$ cat src/rtl/accumulator_binary_saturating_pkg.sv
`default_nettype none
// ============================================================================
//  Module   : accumulator_binary_saturating_pkg
//  Brief    : Shared types for the saturating accumulator output slot.
//  Revision : 1.0 - initial release
// ============================================================================
package accumulator_binary_saturating_pkg;

    // Output slot occupancy; a single register bit in the top level.
    typedef enum logic [0:0] {
        SLOT_EMPTY = 1'b0,
        SLOT_FULL  = 1'b1
    } slot_state_t;

endpackage : accumulator_binary_saturating_pkg
`default_nettype wire

$ cat src/rtl/accumulator_binary_saturating_adder_subtractor.sv
`default_nettype none
// ============================================================================
//  Module   : Adder_Subtractor_Binary_Saturating
//  Brief    : Signed add/subtract on WORD_WIDTH+1 bits, clipped to limits.
//  Revision : 1.0 - initial release
// ============================================================================
module Adder_Subtractor_Binary_Saturating #(
    parameter int WORD_WIDTH = 8
) (
    input  logic [WORD_WIDTH-1:0] max_limit,
    input  logic [WORD_WIDTH-1:0] min_limit,
    input  logic                  add_sub,
    input  logic                  carry_in,
    input  logic [WORD_WIDTH-1:0] a,
    input  logic [WORD_WIDTH-1:0] b,
    output logic [WORD_WIDTH-1:0] sum,
    output logic                  carry_out,
    output logic                  saturated
);

    localparam int c_ext_width = WORD_WIDTH + 1;

    logic signed [c_ext_width-1:0] w_a_ext;
    logic signed [c_ext_width-1:0] w_b_ext;
    logic signed [c_ext_width-1:0] w_cin_ext;
    logic signed [c_ext_width-1:0] w_max_ext;
    logic signed [c_ext_width-1:0] w_min_ext;
    logic signed [c_ext_width-1:0] w_raw;
    logic                          w_over;
    logic                          w_under;

    // One guard bit is enough: the extreme a-b or a+b never leaves this range.
    assign w_a_ext   = {a[WORD_WIDTH-1], a};
    assign w_b_ext   = {b[WORD_WIDTH-1], b};
    assign w_cin_ext = {{WORD_WIDTH{1'b0}}, carry_in};
    assign w_max_ext = {max_limit[WORD_WIDTH-1], max_limit};
    assign w_min_ext = {min_limit[WORD_WIDTH-1], min_limit};

    assign w_raw = add_sub ? (w_a_ext - w_b_ext - w_cin_ext)
                           : (w_a_ext + w_b_ext + w_cin_ext);

    assign w_over  = (w_raw > w_max_ext);
    assign w_under = (w_raw < w_min_ext);

    always_comb begin
        sum = w_raw[WORD_WIDTH-1:0];
        if (w_over) begin
            sum = max_limit;
        end else if (w_under) begin
            sum = min_limit;
        end
    end

    assign carry_out = w_raw[WORD_WIDTH];
    assign saturated = w_over | w_under;

endmodule : Adder_Subtractor_Binary_Saturating
`default_nettype wire

$ cat src/rtl/accumulator_binary_saturating.sv
`default_nettype none
// ============================================================================
//  Module   : accumulator_binary_saturating
//  Brief    : Ready/valid signed accumulator with programmable clip limits.
//  Revision : 1.0 - initial release
// ============================================================================
module accumulator_binary_saturating
    import accumulator_binary_saturating_pkg::*;
#(
    parameter int                    WORD_WIDTH    = 8,
    parameter logic [WORD_WIDTH-1:0] INITIAL_VALUE = '0
) (
    input  logic                  clock,
    input  logic                  clear,
    input  logic [WORD_WIDTH-1:0] max_limit,
    input  logic [WORD_WIDTH-1:0] min_limit,
    input  logic                  in_valid,
    output logic                  in_ready,
    input  logic                  in_add_sub,
    input  logic                  in_load,
    input  logic [WORD_WIDTH-1:0] in_increment,
    output logic                  out_valid,
    input  logic                  out_ready,
    output logic [WORD_WIDTH-1:0] out_total,
    output logic                  out_carry,
    output logic                  out_saturated
);

    slot_state_t             r_state;
    slot_state_t             w_state_next;
    logic [WORD_WIDTH-1:0]   r_total;
    logic                    r_carry;
    logic                    r_saturated;
    logic                    w_accept;
    logic                    w_consume;
    logic [WORD_WIDTH-1:0]   w_sum;
    logic                    w_carry;
    logic                    w_saturated;

    Adder_Subtractor_Binary_Saturating #(
        .WORD_WIDTH (WORD_WIDTH)
    ) u_addsub (
        .max_limit  (max_limit),
        .min_limit  (min_limit),
        .add_sub    (in_add_sub),
        .carry_in   (1'b0),
        .a          (r_total),
        .b          (in_increment),
        .sum        (w_sum),
        .carry_out  (w_carry),
        .saturated  (w_saturated)
    );

    // A full slot may refill in the same cycle it drains.
    assign in_ready  = !clear && ((r_state == SLOT_EMPTY) || out_ready);
    assign w_accept  = in_valid && in_ready;
    assign w_consume = (r_state == SLOT_FULL) && out_ready;

    always_ff @(posedge clock) begin
        if (clear) begin
            r_state <= SLOT_EMPTY;
        end else begin
            r_state <= w_state_next;
        end
    end

    always_comb begin
        w_state_next = r_state;
        if (w_accept) begin
            w_state_next = SLOT_FULL;
        end else if (w_consume) begin
            w_state_next = SLOT_EMPTY;
        end
    end

    // The total persists across consumes; only accepts and clear move it.
    always_ff @(posedge clock) begin
        if (clear) begin
            r_total     <= INITIAL_VALUE;
            r_carry     <= 1'b0;
            r_saturated <= 1'b0;
        end else if (w_accept) begin
            if (in_load) begin
                r_total     <= in_increment;
                r_carry     <= 1'b0;
                r_saturated <= 1'b0;
            end else begin
                r_total     <= w_sum;
                r_carry     <= w_carry;
                r_saturated <= w_saturated;
            end
        end
    end

    assign out_valid     = (r_state == SLOT_FULL);
    assign out_total     = r_total;
    assign out_carry     = r_carry;
    assign out_saturated = r_saturated;

endmodule : accumulator_binary_saturating
`default_nettype wire

$ cat config.mk
export PLATFORM = sky130hd
export DESIGN_NAME = accumulator_binary_saturating
export DESIGN_NICKNAME = d
export VERILOG_FILES = /design/src/rtl/accumulator_binary_saturating_pkg.sv /design/src/rtl/accumulator_binary_saturating_adder_subtractor.sv /design/src/rtl/accumulator_binary_saturating.sv
export SDC_FILE = /design/constraint.sdc
export NUM_CORES = 1
export LEC_CHECK = 0
export CAP_MARGIN = 20
export CORE_MARGIN = 3
export CORE_UTILIZATION = 50
export CTS_CLUSTER_DIAMETER = 120
export DETAILED_ROUTE_END_ITERATION = 7
export GPL_TIMING_DRIVEN = 1
export PLACE_DENSITY_LB_ADDON = 0.25
export REMOVE_ABC_BUFFERS = 1
export SLEW_MARGIN = 20
export SYNTH_ARGS = -nofsm -noshare
export SYNTH_HDL_FRONTEND = slang
export SYNTH_SLANG_ARGS = --single-unit
$ cat constraint.sdc
create_clock -name clock -period 4.75 [get_ports clock]
set_input_delay 0.95 -clock clock [delete_from_list [all_inputs] [get_ports clock]]
set_output_delay 0.95 -clock clock [all_outputs]
set_load 0.005 [all_outputs]
==> implementation parameters, run 1 <==
Parameter                              Value

Clock network
  CTS sink count    11
  Clock-pin slew reported for the worst setup and hold paths after clock tree synthesis    90 ps
  Clock tree from TritonCTS    yes
  Maximum level of the CTS H-tree    1
  Root buf cell    clkbuf_4
  Latest clock arrival within the worst-skew pair    290 ps
  Longest Clk Path Bufs    2
  TritonCTS Buffers    3
  Cts hold-fix bufs    0

Worst hold path
  Cell depth of the worst min-delay path    1
  Min-delay worst type    reg2reg
  Start point of the worst hold path    out_saturated
  Hold EP    out_saturated

Route
  Final wirelength    4.872 mm
  ANT nets after route    0
  Final routed wire length divided by cell count    15.27 um
  Via count of the routed design    1,822
  Count of TritonRoute iterations in the first routing pass    4
  Vias per Instance    5.712
  DRC violation count after routing    0
  Detailed Route Iter0 Violations    107

Cells and area
  Total number of nets in the final design    333
  Post-route non-filler standard cell count    319
  Top library cells by usage in the layout, fill and taps aside    clkdlybuf4s50_1 (39), inv_1 (26), ha_1 (26)
  Fraction of final layout cells with drive strength greater than 1    0.1527
  Most frequent standard cell in the layout excluding fill and tap cells    clkdlybuf4s50_1
  Layout-stage area growth over the synthesis result    42.29%
  Inserted Diodes    0

Yosys
  Post-synthesis cell type with the largest combined area    ha_1
  Post-synth EDFFs    0
  Share of the synthesized area in the top cell type    0.1974
  Gate Count Post-Synth    212
  Post-synthesis cell area    0.001648 sq mm
  Flops & latches, synth    11
  Post-synthesis cell type count    47
  Sequential-to-total area share from yosys stat    0.1336
  Yosys synthesis warning count    0
  Syn Area/Cell    7.773 sq um
  Top cells by area in the synthesized netlist    ha_1 (20%), dfxtp_1 (13%), inv_1 (5.9%)
  Proportion of synthesized flip-flops having asynchronous set or reset    0
  Main flop type after synthesis    dfxtp_1

Die
  Area inside the core boundary    0.003103 sq mm
  Die Wd    63.41 um
  Effective utilization at floorplan    0.5310
  Number of standard-cell rows in the floorplan    20
  Height of the die    63.41 um
  Die Outline Area    0.004020 sq mm
  Top-Level Pins    42

Worst setup path
  Top fanout value on the critical path    6
  Setup slack of the most critical reg-to-reg path    1290 ps
  Crit path arrival time    4760 ps
  Register-to-Register Path Depth    15
  Critical Path Sink Type    flop
  Worst r2r dst    out_total[4]
  Worst r2r src    out_total[0]
  Crit Path Class    in2reg
  Req. time, crit path    4930 ps
  Startpoint kind of the worst setup timing path    input pin

Outcome
  Result of the run    complete, no violations

Timing
  Highest clock rate    218.4 MHz
  Worst clock skew    6.481 ps
  Worst-margin pin slew    594.8 ps
  Final Hold Vio Count    0
  Final critical-path share of the clock period    0.9641
  Post-layout minimum cycle time    4580 ps
  Setup slack of the critical path after layout    170.3 ps
  Max transition margin    0.6022
  Count of pins over their slew limit    0
  Total setup violations reported at the end of the flow    0

GRT
  Antenna violations before repair    0
  Global-route wire length before repair    7.603 mm
  Overall global routing resource usage    0.2345
  Largest net degree at the start of global routing    15
  Via count of the first global-routing pass    1,720
  GRT overflow    0

Power
  Static Leakage    1.087 nW
  PwrDens    441.7 mW/mm^2
  Max VDD drop    280.5 uV

Placement
  Final GP Congestion    0.8866
  Number of port buffers    41
  Sum of net half-perimeters after detailed placement    3.935 mm
  Placed Cells incl. Taps    314
  Pre-CTS setup slack    -309.0 ps

Run
  Number of maximum-capacitance violations    0
[cell usage after synthesis (5+ instances only)]
cell type	count
mux2i_1	9
a21oi_1	12
nor2b_1	5
nor3_1	6
ha_1	26
xnor2_1	10
dfxtp_1	11
nand2_1	7
and3_1	5
a31oi_1	6
nor2_1	18
inv_1	26
o21ai_0	12
[power by group]
part	switching [W]	internal, W	leakage, nW
clock network	0.0000406	0.0000327	0.0150
logic	0.000400	0.000436	0.981
registers	0.0000156	0.000111	0.0909
total	0.000456	0.000579	1.09
[repair_timing]
action                     4_1_cts  5_1_grt
setup endpoints to repair        1        9
buffers inserted                 0        1
resized for setup                1       18
hold endpoints to repair         0        0
pin swaps                        0       11
[per-stage QoR]
step           power [W]  instance area [sq um]    util  setup TNS [ps]  hold WS, ps
6_report        0.001036                   2345  0.7556               0        502.3
5_1_grt         0.001116                   2345  0.7556          -10.09        522.5
4_1_cts        0.0009579                   2281  0.7351               0        511.1
3_5_place_dp   0.0008795                   2251  0.7254           -1836        490.9
3_3_place_gp   0.0008600                   2251  0.7254           -1373        483.8
2_1_floorplan  0.0005977                   1628       -               0        485.0
[critical path: stages]
cell and delay (ps):
clkdlybuf4s50_1 530, mux2_4 320, inv_1 60, ha_1 210
nor2b_4 130, o31a_1 320, o31a_1 300, or2_1 260
a21oi_2 170, xnor2_2 100, ha_1 320, inv_1 60
o211ai_1 120, a22oi_4 340, mux2_4 340, mux2i_1 160
o21ai_1 70
[worst max path at each step]
| stage | slack [ps] | depth (start not counted) | endpoint | from |
|---|---|---|---|---|
| CTS | 20 | 20 | out_total[7] | in_increment[1] |
| detailed placement | -310 | 20 | out_total[7] | in_increment[1] |
| finish | 170 | 17 | out_total[4] | in_add_sub |
| floorplan | 160 | 18 | out_saturated | in_increment[0] |
| global placement | -250 | 20 | out_total[7] | in_increment[0] |
| global route | -10 | 17 | out_total[4] | in_add_sub |
[state kept, by name, indices dropped and copies added (netlist names)]
register / cells
out_valid: 1
out_saturated: 1
out_carry: 1
out_total: 8
[final cells by class]
cell class                      count  area (sq um)
Multi-Input combinational cell    170          1354
Tap cell                           44         55.05
Fill cell                         262         758.2
Clock buffer                        4         26.28
Timing Repair Buffer               63         588.1
Inverter                           27         101.3
Sequential cell                    11         220.2
[per-layer routing]
layer	GRT usage	up-vias	part of all wire
li1	-	907	-
met1	0.2837	846	0.41
met2	0.4172	61	0.52
met3	0.03922	8	0.051
met4	0.07547	0	0.018
met5	0	-	0
[kinds of logic after synthesis]
| family | Yosys count | share of synthesized area |
|---|---|---|
| AND/OR/NAND/NOR | 60 | 0.1929 |
| buffers and inverters | 31 | 0.07365 |
| AO/OA/AOI/OAI | 60 | 0.2551 |
| adder cells (fa/ha/maj) | 27 | 0.2096 |
| XOR/XNOR | 10 | 0.05315 |
| multiplexers | 13 | 0.08200 |
| flip-flops | 11 | 0.1336 |
Note: power is estimated with default switching activity, not from simulation.
==> run 2: changes to the inputs <==
Settings changed: PLACE_DENSITY_LB_ADDON 0.25 to 0.2, TNS_END_PERCENT set to 30.
==> run 2 against run 1 <==
  * Flip-flop and latch count unchanged
  * Core utilization barely moved
  * Routed wire length decreased by 1.6%
  * Sequential power barely moved
  * Global-route usage grew 0.49 points
  * Critical path depth is 3 higher
  * Total power down 1.6%
  * Largest cell class unchanged
  * Register-to-register slack about the same
  * Highest routed layer unchanged
  * Via count fell by 1.1%
  * Hold slack got worse by 8.3 ps
  * Sequential share of layout area is essentially flat
==> implementation parameters, run 2 (synthesis gave the netlist of run 1 again) <==
Parameter                              Value

Outcome
  Result of the run    complete, no violations (unchanged)

Worst setup path
  Req. time, crit path    4960 ps (was 4930 ps)
  Critical Path Sink Type    flop (unchanged)
  Startpoint kind of the worst setup timing path    input pin (unchanged)
  Setup slack of the most critical reg-to-reg path    1280 ps (was 1290 ps)
  Crit path arrival time    4700 ps (was 4760 ps)
  Top fanout value on the critical path    6 (unchanged)
  Crit Path Class    in2reg (unchanged)

GRT
  Via count of the first global-routing pass    1,747 (was 1,720)
  Met1 Use GR    0.2958 (was 0.2837)
  GRT overflow    0 (unchanged)
  Overall global routing resource usage    0.2394 (was 0.2345)
  Routing usage on met3    0.03743 (was 0.03922)
  Largest net degree at the start of global routing    15 (unchanged)
  Antenna violations before repair    0 (unchanged)
  Global-route wire length before repair    7.721 mm (was 7.603 mm)
  Busiest metal layer after global routing    met2 (unchanged)
  Met2 Track Usage GR    0.4198 (was 0.4172)

Cells and area
  Fraction of final layout cells with drive strength greater than 1    0.1564 (was 0.1527)
  Utilization after layout    0.7552 (was 0.7556)
  Most frequent standard cell in the layout excluding fill and tap cells    clkdlybuf4s50_1 (unchanged)
  FILL cells    266 (was 262)
  Total number of nets in the final design    333 (unchanged)
  Layout-stage area growth over the synthesis result    42.22% (was 42.29%)
  Flip-flop count of the largest register after layout    8 (unchanged)
  Inserted Diodes    0 (unchanged)
  Final non-filler cell area    0.002344 sq mm (was 0.002345 sq mm)
  Top library cells by usage in the layout, fill and taps aside    clkdlybuf4s50_1 (38), ha_1 (26), inv_1 (24) (was clkdlybuf4s50_1 (39), inv_1 (26), ha_1 (26))

Route
  Final wirelength    4.794 mm (was 4.872 mm)
  ANT nets after route    0 (unchanged)
  Via count of the routed design    1,802 (was 1,822)
  Final routed wire length divided by cell count    15.03 um (was 15.27 um)
  Detailed Route Iter0 Violations    119 (was 107)
  Vias per Instance    5.649 (was 5.712)
  Count of TritonRoute iterations in the first routing pass    4 (unchanged)
  DRC violation count after routing    0 (unchanged)

Timing
  Aggregate negative setup slack    0 ps (unchanged)
  Post-layout minimum cycle time    4493 ps (was 4580 ps)
  Final critical-path share of the clock period    0.9459 (was 0.9641)
  Worst-margin pin slew    580.4 ps (was 594.8 ps)
  Unrepaired setup endpoints after global routing    false
  Highest clock rate    222.6 MHz (was 218.4 MHz)
  Worst clock skew    1.454 ps (was 6.481 ps)
  Max transition margin    0.6119 (was 0.6022)
  Total setup violations reported at the end of the flow    0 (unchanged)
  Setup slack of the critical path after layout    257.2 ps (was 170.3 ps)
  Final Hold Vio Count    0 (unchanged)
  Count of pins over their slew limit    0 (unchanged)

Worst hold path
  Min-delay worst type    reg2reg (unchanged)

Die
  Die Wd    63.41 um (unchanged)
  Area inside the core boundary    0.003103 sq mm (unchanged)
  Top-Level Pins    42 (unchanged)
  Height of the die    63.41 um (unchanged)
  Number of standard-cell rows in the floorplan    20 (unchanged)
  Effective utilization at floorplan    0.5310 (unchanged)
  Die Outline Area    0.004020 sq mm (unchanged)

Clock network
  TritonCTS Buffers    3 (unchanged)
  Root buf cell    clkbuf_4 (unchanged)
  Maximum level of the CTS H-tree    1 (unchanged)
  CTS sink count    11 (unchanged)
  Latest clock arrival within the worst-skew pair    280 ps (was 290 ps)
  Clock-pin slew reported for the worst setup and hold paths after clock tree synthesis    80 ps (was 90 ps)
  Clock tree from TritonCTS    yes (unchanged)
  Longest Clk Path Bufs    2 (unchanged)

Run
  Number of maximum-capacitance violations    0 (unchanged)

Power
  PwrDens    435.1 mW/mm^2 (was 441.7 mW/mm^2)
  Max VDD drop    246.8 uV (was 280.5 uV)
  Tot Pwr    0.001020 W (was 0.001036 W)
  Static Leakage    1.094 nW (was 1.087 nW)

Placement
  Total placed instance area    0.002251 sq mm (unchanged)
  Final GP Congestion    0.8932 (was 0.8866)
  Sum of net half-perimeters after detailed placement    3.890 mm (was 3.935 mm)
  Pre-CTS setup slack    -293.8 ps (was -309.0 ps)
  Number of port buffers    41 (unchanged)
[run 2: changes by cell type in the layout (fill, tap and decap cells not counted)]
cell | before | now
o21ai_0 | 9 | 11
a21oi_2 | 3 | 2
dlymetal6s2s_1 | 2 | 3
inv_1 | 26 | 24
inv_2 | 1 | 3
o21ai_1 | 4 | 2
a21oi_1 | 9 | 10
clkdlybuf4s50_1 | 39 | 38
[run 2: final timing paths]
| path | to | from | cells after the start |
|---|---|---|---|
| setup / recovery | out_total[7] | in_increment[0] | 20 |
| hold / removal | out_saturated | out_saturated | 1 |
| setup reg to reg | out_total[7] | out_total[1] | 15 |
| hold reg to reg | out_saturated | out_saturated | 1 |
[run 2: power breakdown]
part           internal (W)  switching (W)  leakage, nW
Clock             0.0000326      0.0000364       0.0150
Combinational      0.000432       0.000391        0.988
Sequential         0.000111      0.0000164       0.0909
Total              0.000576       0.000444         1.09
[run 2: critical path, cell delays in order]
cell and delay [ps]:
dlymetal6s2s_1 100, inv_1 50, ha_1 280, mux2_4 280, inv_2 50, ha_1 210, nor2b_4 130, o31a_1 320
o31a_1 310, or2_1 260, a21oi_2 190, xnor2_2 110, ha_1 300, inv_1 40, o211ai_1 270, a22oi_4 150
buf_6 160, a211oi_2 210, o311ai_1 130, a32oi_1 180
[run 2: per-stage QoR]
step	hold slack, ps	instances
6_report	493.9	319
4_1_cts	501.3	318
3_3_place_gp	477.7	314
3_5_place_dp	486.2	314
5_1_grt	526.3	319
2_1_floorplan	485.0	208
[run 2: timing repair]
item | CTS | global route
setup buffers | 0 | 2
resized for setup | 1 | 18
hold buffers | 0 | 0
setup endpoints to repair | 1 | 9
pin swaps | 1 | 11
[run 2: cell type report]
type	count	area, sq um	share of cell area
Multi-Input combinational cell	170	1350	0.5761
Timing Repair Buffer	63	590.6	0.2520
Clock buffer	4	26.28	0.01121
Tap cell	44	55.05	0.02349
Sequential cell	11	220.2	0.09397
Inverter	27	101.3	0.04325
[run 2: metal layers]
layer	vias up	wire [um]	share of wire
li1	905	-	-
met1	831	2131	0.44
met2	56	2355	0.49
met3	10	208	0.043
met4	0	99	0.021
met5	-	0	0
